**src/rtl/snn_pkg.sv**
```systemverilog
// Shared types and helpers for the SNN output readout stage.
package snn_pkg;

  // Readout sequencing states.
  typedef enum logic [2:0] {
    StIdle,
    StArm,
    StRun,
    StCollect,
    StDone
  } collector_state_t;

  // Address width for n entries; never narrower than one bit.
  function automatic int unsigned addr_bits(input int unsigned n);
    return (n <= 2) ? 1 : $clog2(n);
  endfunction

endpackage

```
**src/rtl/snn_output_collector_if.sv**
```systemverilog
// Write port of the output spike-count RAM.
interface snn_output_collector_if #(
  parameter int unsigned ADDR_WIDTH  = 2,
  parameter int unsigned COUNT_WIDTH = 32
);

  logic                   ram_wen;
  logic [ADDR_WIDTH-1:0]  ram_addr;
  logic [COUNT_WIDTH-1:0] ram_din;

  modport master (output ram_wen, ram_addr, ram_din);
  modport slave  (input  ram_wen, ram_addr, ram_din);

endinterface

```
**src/rtl/snn_argmax_acc.sv**
```systemverilog
// Running argmax over a stream of (index, value) pairs; lowest index wins ties.
module snn_argmax_acc #(
  parameter int unsigned COUNT_WIDTH = 32,
  parameter int unsigned IDX_WIDTH   = 2
) (
  input  logic                   clk,
  input  logic                   rst_n,
  input  logic                   clear,
  input  logic                   en,
  input  logic [COUNT_WIDTH-1:0] value,
  input  logic [IDX_WIDTH-1:0]   index,
  output logic [IDX_WIDTH-1:0]   max_idx,
  output logic [COUNT_WIDTH-1:0] max_count,
  output logic                   tie
);

  logic [IDX_WIDTH-1:0]   max_idx_q;
  logic [COUNT_WIDTH-1:0] max_count_q;
  logic                   tie_q;

  // Strict greater-than keeps the first index holding the maximum.
  always_ff @(posedge clk or negedge rst_n) begin
    if (!rst_n) begin
      max_idx_q   <= '0;
      max_count_q <= '0;
      tie_q       <= 1'b0;
    end else if (clear) begin
      max_idx_q   <= '0;
      max_count_q <= '0;
      tie_q       <= 1'b0;
    end else if (en) begin
      if (value > max_count_q) begin
        max_idx_q   <= index;
        max_count_q <= value;
        tie_q       <= 1'b0;
      end else if ((value == max_count_q) && (max_count_q != '0)) begin
        tie_q <= 1'b1;
      end
    end
  end

  assign max_idx   = max_idx_q;
  assign max_count = max_count_q;
  assign tie       = tie_q;

endmodule

```
**src/rtl/snn_output_collector.sv**
```systemverilog
// Snapshots output spike counts at network completion, streams them into the
// output RAM one per clock, and reports the winning neuron.
module snn_output_collector
  import snn_pkg::*;
#(
  parameter int unsigned NUM_OUTPUTS = 4,
  parameter int unsigned COUNT_WIDTH = 32,
  localparam int unsigned ADDR_WIDTH = addr_bits(NUM_OUTPUTS)
) (
  input  logic                               S_AXI_ACLK,
  input  logic                               S_AXI_ARESETN,
  input  logic                               network_start,
  input  logic                               network_done,
  input  logic [NUM_OUTPUTS*COUNT_WIDTH-1:0] spike_counts,
  snn_output_collector_if.master             ram,
  output logic                               busy,
  output logic                               done,
  output logic [ADDR_WIDTH-1:0]              winner_idx,
  output logic [COUNT_WIDTH-1:0]             winner_count,
  output logic                               winner_valid,
  output logic                               tie
);

  localparam logic [ADDR_WIDTH-1:0] LastIdx = ADDR_WIDTH'(NUM_OUTPUTS - 1);

  logic [1:0]             rst_sync_q;
  logic                   rst_n;
  collector_state_t       state_q, state_d;
  logic [COUNT_WIDTH-1:0] snap_q [NUM_OUTPUTS];
  logic                   capture;
  logic                   ram_wen_q, ram_wen_d;
  logic [ADDR_WIDTH-1:0]  ram_addr_q, ram_addr_d;
  logic [COUNT_WIDTH-1:0] ram_din_q, ram_din_d;
  logic                   done_q, done_d;

  // Reset asserts immediately, releases two clocks after the external deassert.
  always_ff @(posedge S_AXI_ACLK or negedge S_AXI_ARESETN) begin
    if (!S_AXI_ARESETN) rst_sync_q <= 2'b00;
    else                rst_sync_q <= {rst_sync_q[0], 1'b1};
  end
  assign rst_n = rst_sync_q[1];

  // Next-state and write-port sequencing; ram_addr doubles as the index counter.
  always_comb begin
    state_d    = state_q;
    ram_wen_d  = ram_wen_q;
    ram_addr_d = ram_addr_q;
    ram_din_d  = ram_din_q;
    done_d     = done_q;
    capture    = 1'b0;
    if (network_start) begin
      state_d   = StArm;
      ram_wen_d = 1'b0;
      done_d    = 1'b0;
    end else begin
      unique case (state_q)
        StIdle: ;
        // network_done here is left over from the previous run.
        StArm: state_d = StRun;
        StRun: begin
          if (network_done) begin
            capture    = 1'b1;
            state_d    = StCollect;
            ram_wen_d  = 1'b1;
            ram_addr_d = '0;
            ram_din_d  = spike_counts[0 +: COUNT_WIDTH];
          end
        end
        StCollect: begin
          if (ram_addr_q == LastIdx) begin
            state_d   = StDone;
            ram_wen_d = 1'b0;
            done_d    = 1'b1;
          end else begin
            ram_addr_d = ram_addr_q + ADDR_WIDTH'(1);
            ram_din_d  = snap_q[ram_addr_d];
          end
        end
        StDone: ;
        default: state_d = StIdle;
      endcase
    end
  end

  // Control and write-port registers.
  always_ff @(posedge S_AXI_ACLK or negedge rst_n) begin
    if (!rst_n) begin
      state_q    <= StIdle;
      ram_wen_q  <= 1'b0;
      ram_addr_q <= '0;
      ram_din_q  <= '0;
      done_q     <= 1'b0;
    end else begin
      state_q    <= state_d;
      ram_wen_q  <= ram_wen_d;
      ram_addr_q <= ram_addr_d;
      ram_din_q  <= ram_din_d;
      done_q     <= done_d;
    end
  end

  // Snapshot of all counters, taken only in the completion cycle.
  always_ff @(posedge S_AXI_ACLK or negedge rst_n) begin
    if (!rst_n) begin
      for (int i = 0; i < int'(NUM_OUTPUTS); i++) snap_q[i] <= '0;
    end else if (capture) begin
      for (int i = 0; i < int'(NUM_OUTPUTS); i++) begin
        snap_q[i] <= spike_counts[i*COUNT_WIDTH +: COUNT_WIDTH];
      end
    end
  end

  // Winner tracks exactly the words presented to the RAM.
  snn_argmax_acc #(
    .COUNT_WIDTH (COUNT_WIDTH),
    .IDX_WIDTH   (ADDR_WIDTH)
  ) u_argmax (
    .clk       (S_AXI_ACLK),
    .rst_n     (rst_n),
    .clear     (network_start),
    .en        (ram_wen_q),
    .value     (ram_din_q),
    .index     (ram_addr_q),
    .max_idx   (winner_idx),
    .max_count (winner_count),
    .tie       (tie)
  );

  assign ram.ram_wen   = ram_wen_q;
  assign ram.ram_addr  = ram_addr_q;
  assign ram.ram_din   = ram_din_q;
  assign busy          = (state_q == StArm) || (state_q == StRun) || (state_q == StCollect);
  assign done          = done_q;
  assign winner_valid  = (winner_count != '0);

endmodule

```
**src/flat_wrapper.sv**
```systemverilog
// flat-port wrapper written by rule: the top's interface ports become plain ports
module snn_output_collector_flat import snn_pkg::*;
#(
  parameter int unsigned NUM_OUTPUTS = 4,
  parameter int unsigned COUNT_WIDTH = 32,
  localparam int unsigned ADDR_WIDTH = addr_bits(NUM_OUTPUTS)
)
  (S_AXI_ACLK, S_AXI_ARESETN, network_start, network_done, spike_counts, busy, done, winner_idx, winner_count, winner_valid, tie, ram_ram_wen, ram_ram_addr, ram_ram_din);
  snn_output_collector_if #(.ADDR_WIDTH((2)), .COUNT_WIDTH(COUNT_WIDTH)) ram_i ();
  input  logic S_AXI_ACLK;
  input  logic S_AXI_ARESETN;
  input  logic network_start;
  input  logic network_done;
  input  logic [NUM_OUTPUTS*COUNT_WIDTH-1:0] spike_counts;
  output logic busy;
  output logic done;
  output logic [ADDR_WIDTH-1:0] winner_idx;
  output logic [COUNT_WIDTH-1:0] winner_count;
  output logic winner_valid;
  output logic tie;
  output wire logic [$bits(ram_i.ram_wen)-1:0] ram_ram_wen;
  output wire logic [$bits(ram_i.ram_addr)-1:0] ram_ram_addr;
  output wire logic [$bits(ram_i.ram_din)-1:0] ram_ram_din;
  assign ram_ram_wen = ram_i.ram_wen;
  assign ram_ram_addr = ram_i.ram_addr;
  assign ram_ram_din = ram_i.ram_din;
  snn_output_collector #(.NUM_OUTPUTS(NUM_OUTPUTS), .COUNT_WIDTH(COUNT_WIDTH)) u_core (.S_AXI_ACLK(S_AXI_ACLK), .S_AXI_ARESETN(S_AXI_ARESETN), .network_start(network_start), .network_done(network_done), .spike_counts(spike_counts), .ram(ram_i), .busy(busy), .done(done), .winner_idx(winner_idx), .winner_count(winner_count), .winner_valid(winner_valid), .tie(tie));
endmodule
```
**config.mk**
```make
export PLATFORM = sky130hd
export DESIGN_NAME = snn_output_collector_flat
export DESIGN_NICKNAME = d
export VERILOG_FILES = /design/src/rtl/snn_pkg.sv /design/src/rtl/snn_output_collector_if.sv /design/src/rtl/snn_argmax_acc.sv /design/src/rtl/snn_output_collector.sv /design/src/flat_wrapper.sv
export SDC_FILE = /design/constraint.sdc
export NUM_CORES = 1
export LEC_CHECK = 0
export CAP_MARGIN = 20
export CORE_MARGIN = 5
export CORE_UTILIZATION = 52
export DETAILED_ROUTE_END_ITERATION = 6
export GPL_ROUTABILITY_DRIVEN = 1
export PLACE_DENSITY_LB_ADDON = 0.08
export SLEW_MARGIN = 20
export SYNTH_ARGS = -nofsm -noshare
export SYNTH_HDL_FRONTEND = slang
export SYNTH_SLANG_ARGS = --single-unit
export TNS_END_PERCENT = 50
```
**constraint.sdc**
```tcl
create_clock -name S_AXI_ACLK -period 7.7 [get_ports S_AXI_ACLK]
set_input_delay 1.155 -clock S_AXI_ACLK [delete_from_list [all_inputs] [get_ports S_AXI_ACLK]]
set_output_delay 1.155 -clock S_AXI_ACLK [all_outputs]
set_load 0.05 [all_outputs]
```
# Word level (Yosys, flattened, before mapping)
# Cells that the tools add are included.
# classes
addsub	1
order_cmp	2
eq_ne	11
n_mux	33
bitwise_logic	2
reduce_logical	19
# ops
op	count
two-way mux 32 bit	7
binary-select mux 32 bit (select 2 bit)	1
case mux 32 bit (2 select lines)	1
== test 32 bit	1
greater-than comparator 32 bit	1
nonzero test 32 bit	1
two-way mux 1 bit	13
case mux 3 bit (4 select lines)	1
two-way mux 2 bit	5
nonzero test 2 bit	5
two-way mux 3 bit	3
== test 3 x 2 -> 1 bit (second input constant)	2
AND reduction 2 bit	3
AND reduction 3 bit	2
nonzero test 3 bit	2
inequality test 2 bit (second input constant)	2
case mux 2 bit (2 select lines)	1
AND reduction 4 bit	1
== test 3 x 1 -> 1 bit (second input constant)	1
== test 3 bit (second input constant)	1
>= comparator 3 bit (second input constant)	1
logical NOT 3 bit	1
inequality test 3 x 2 -> 1 bit (second input constant)	1
inequality test 3 bit (second input constant)	1
9 further kinds	10
# word_totals
regBits	204
out_inout_bits	73

# Depth between registers and ports, before layout
# depth
depth_word	7
ltp_mapped	10
mapped_depth_nobuf	8

# Hierarchy
# Synthesis repeated with hierarchy kept, for this count alone.
# unflattened
cells_unflattened	739
hier_area_um2	10427.5
# modules_own_cells
mod	n_inst	cells_each	area_each_um2	seq_area_each_um2
snn_output_collector	1	463	7759.9	4229.1
snn_argmax_acc	1	276	2667.6	875.8

# Worst setup path after synthesis
# OpenSTA, ideal clock, no wires.
# synth_path
kind	reg-to-reg
startpoint	register u_core.u_argmax.max_count_q[14] (netlist: u_core.u_argmax.max_count[14])
endpoint	register u_core.u_argmax.max_count_q[10] (netlist: u_core.u_argmax.max_count[10])
arrival_time_ps	2587
slack_ps	5034
stages_incl_launch_ff	11
n_path_buf	2
period_less_slack_ps	2666
path_cell_list	dfrtp_1 inv_1 ha_1 nand4_2 or4_4 o31ai_2 a31oi_1 a31oi_1 buf_6 buf_12 mux2i_1
# synth_between
elab_chain_cells	3
# synth_rtl
item	line_no	source
start, declared	snn_argmax_acc.sv:18	logic [COUNT_WIDTH-1:0] max_count_q;
start signal, assigned	snn_argmax_acc.sv:34	max_count_q <= value;
greater-than comparator 32 bit	snn_argmax_acc.sv:32	if (value > max_count_q) begin
nonzero test 2 bit (no line)	n/a	
AND reduction 2 bit (no line)	n/a	
# Every way passes these cells.
# A chain may end at the register's enable or synchronous reset.

# Worst setup path after layout
# layout_path
startpoint	register u_core.u_argmax.max_count_q[12] (netlist: u_core.u_argmax.max_count[12])
endpoint	output port winner_valid
# layout_between
elab_chain_cells	1
# layout_rtl
item	line_no	source
nonzero test 32 bit	snn_output_collector.sv:134	assign winner_valid = (winner_count != '0);
end, declared	flat_wrapper.sv:19	output logic winner_valid;
# Every way passes these cells.

==> out/results.tsv <==
stage	metric	value	unit
synth	syn-cell-area	10100	µm²
drt	postRouteAntennaNets	0	
placed_design	dp_cells	1196	
clock_network	clock-root-buffer	clkbuf_16	
synth	synthXorXnorAreaFrac	0	
grt	top_usage_layer	met2	
grt	grt_pass1_wl	37600	µm
synth	synthArstFlopShare	1.00	
placed_design	place_ws	3.78	ns
power	leakagePower	5.90	nW
setup_path	max_stage_delay	0.71	ns
timing	slew_headroom	0.300	
die	core	19300	µm²
synth	synth_top_area_share	0.504	
drt	drc	0	
placed_design	dpl-instance-area	12300	µm²
clock_network	post-cts-setup-buffers	0	
cells_and_area	final_nets	1121	
clock_network	htreeDepth	1	
grt	grt-ovfl-total	0	
die	die_x	150	µm
drt	vias	6558	
setup_path	crit_fanout	4	
setup_path	start_kind	flop	
clock_network	cts_tree	built	
timing	fmaxAchievable	269	MHz
synth	synth-seq-area-share	0.504	
timing	setup_ws	3.99	ns
timing	fin_skew	0.00658	ns
synth	synth_compound_area_frac	0.0383	
timing	finalHoldViolCount	0	
grt	grt_use_met2	0.348	
timing	fin_setup_tns	0	ns
outcome	status	finished clean	
cells_and_area	antenna_cells	0	
power	p_per_area	342	nW/µm²
setup_path	cp.required	6.55	ns
drt	routed_wire_length_per_instance	19.2	µm
synth	yosys_warnings	0	
setup_path	end_kind	output port	
clock_network	cts.sinks	204	
setup_path	cp_cell_sequence	nor4_1, nand4_1, or2_2, clkdlybuf4s50_1	
timing	slew_viol_final	0	
setup_path	cp.arrival	2.56	ns
setup_path	path_class	flop to output port	
drt	dr.pass1.iters	4	
clock_network	ctsLongestPathBuffers	3	
drt	drt-initial-drc-count	337	
synth	synthTopCellsByArea	dfrtp_1 (50%), mux2_1 (7.1%), mux2_2 (7.1%)	
clock_network	clk_latency	0.50	ns
clock_network	postCtsResizedCells	0	
timing	min_period	3.71	ns
timing	fin_crit_sh	0.482	
synth	ys_types	44	
grt	grt_max_degree	86	
die	start_util	0.524	
grt	grt_pass1_vias	7037	
power	peakVddDrop	219	µV
timing	rsz0062_at_grt	no	
hold_path	hold_class	flop to asynchronous set/reset pin	
synth	synth_fp_nets	931	
clock_network	clk_transition_reported_paths	0.06	ns
cells_and_area	drive_gt1_frac	0.223	
cells_and_area	fillers	1405	
cells_and_area	layout_commonest_cell	clkdlybuf4s50_1	
grt	grtUsageTotal	0.211	
placed_design	dp_hpwl	17100	µm
grt	grt_use_met1	0.297	
clock_network	ctsHoldBuffers	0	
cells_and_area	finalNonFillerCells	1237	
synth	synth_fa_ha_area_frac	0.0408	
cells_and_area	syn_to_final_growth	30.2	%
grt	met3_usage	0.0436	
grt	antenna_found_initial	3	
synth	synth_area_leader_cell	dfrtp_1	
die	die_height	150	µm
synth	syn_inst	766	
synth	synth_top_family_by_area	multiplexers	
power	power	4.51	mW
clock_network	numCtsBuffers	23	
die	dieArea	22400	µm²
synth	synth.area.mux_share	0.280	
timing	setup_viol	0	
setup_path	slowest_stage	clkdlybuf4s50_1	
synth	ys_ff_latch	204	
drt	viasPerCell	5.30	
die	ios	205	
synth	synth-simple-area-share	0.0985	
synth	synth_top_flop_cell	dfrtp_1	
placed_design	gp_congestion	0.847	
timing	worst_pin_slew	1.05	ns
synth	synth-edff-count	0	
drt	wl	23700	µm
run	cap_violations	0	
placed_design	port_buffers	204	
synth	synth.avg_cell_area	13.2	µm²
die	rows	51	
cells_and_area	mostFrequentLayoutCells	clkdlybuf4s50_1 (203), dfrtp_1 (202), mux2i_1 (67)	
cells_and_area	design_area	13200	µm²
==> final cells by class <==
type	instances	area (µm²)	share of cell area
Tap cell	265	332	0.0251
Inverter	35	131	0.00996
Multi-Input combinational cell	481	4670	0.354
Timing Repair Buffer	211	2090	0.159
Clock inverter	14	234	0.0177
Sequential cell	204	5110	0.387
Clock buffer	27	621	0.0470
==> logic make-up after synthesis <==
kind of cell             count (synthesis)
AO/OA/AOI/OAI                           68
adder cells (fa/ha/maj)                 33
buffers and inverters                   81
flip-flops                             204
multiplexers                           227
other                                    1
AND/OR/NAND/NOR                        152
==> worst paths after layout <==
kind,from,end,slack [ns],cells after the start
setup / recovery,u_core.u_argmax.max_count[12]$_DFFE_PN0P_,winner_valid,3.99,4
hold / removal,u_core.rst_sync_q[1]$_DFF_PN0_,u_core.snap_q[56]$_DFFE_PN0P_,0.35,0
setup reg to reg,u_core.u_argmax.max_count[15]$_DFFE_PN0P_,u_core.u_argmax.max_count[9]$_DFFE_PN0P_,4.43,9
hold reg to reg,u_core.rst_sync_q[1]$_DFF_PN0_,u_core.snap_q[56]$_DFFE_PN0P_,0.35,0
max in group asynchronous,u_core.rst_sync_q[1]$_DFF_PN0_,u_core.u_argmax.max_count[9]$_DFFE_PN0P_,6.00,1
min in group S_AXI_ACLK,u_core.rst_sync_q[0]$_DFF_PN0_,u_core.rst_sync_q[1]$_DFF_PN0_,0.35,0
==> worst max-delay path: cells and delay by family (launching register included) <==
family        cells  cell delay (ns)
buf+inv           1             0.71
flops             1             0.41
simple gates      3             0.94
==> stage by stage <==
step,util,hold WS [ns]
after detailed placement,0.638,0.338
final,0.682,0.345
after CTS,0.682,0.353
after global placement,0.637,0.339
after floorplan,-,0.331
after global routing,0.682,0.383
==> per-layer routing <==
layer	wire length [µm]	vias to the layer above
li1	-	3103
met1	10400	3253
met2	11400	165
met3	1540	31
met4	301	6
met5	28	-
==> registers in the layout (all words and copies together), names as in the netlist, 2 cells and up <==
register and flops:
u_core.ram.ram_addr 2, u_core.ram.ram_din 32, u_core.rst_sync_q 2, u_core.snap_q 128, u_core.state_q 3, u_core.u_argmax.max_count 32
u_core.u_argmax.max_idx 2
==> power breakdown <==
group	switching [mW]	internal, mW
Sequential	0.246	1.40
Clock	0.440	0.778
Combinational	0.856	0.791
Total	1.54	2.97
==> Yosys cell counts (all sizes together), types with 5 or more instances <==
library cell and count:
nor4 9, ha 33, buf 23, dfrtp 204, mux4 32, or2b 60
nand2 40, a21o 5, inv 35, nand4 10, nand3 5, mux2 128
clkbuf 23, mux2i 67, nor2 8, o21ai 36, nand2b 8, a21oi 16
No activity file was read; power rests on OpenSTA's default activity.
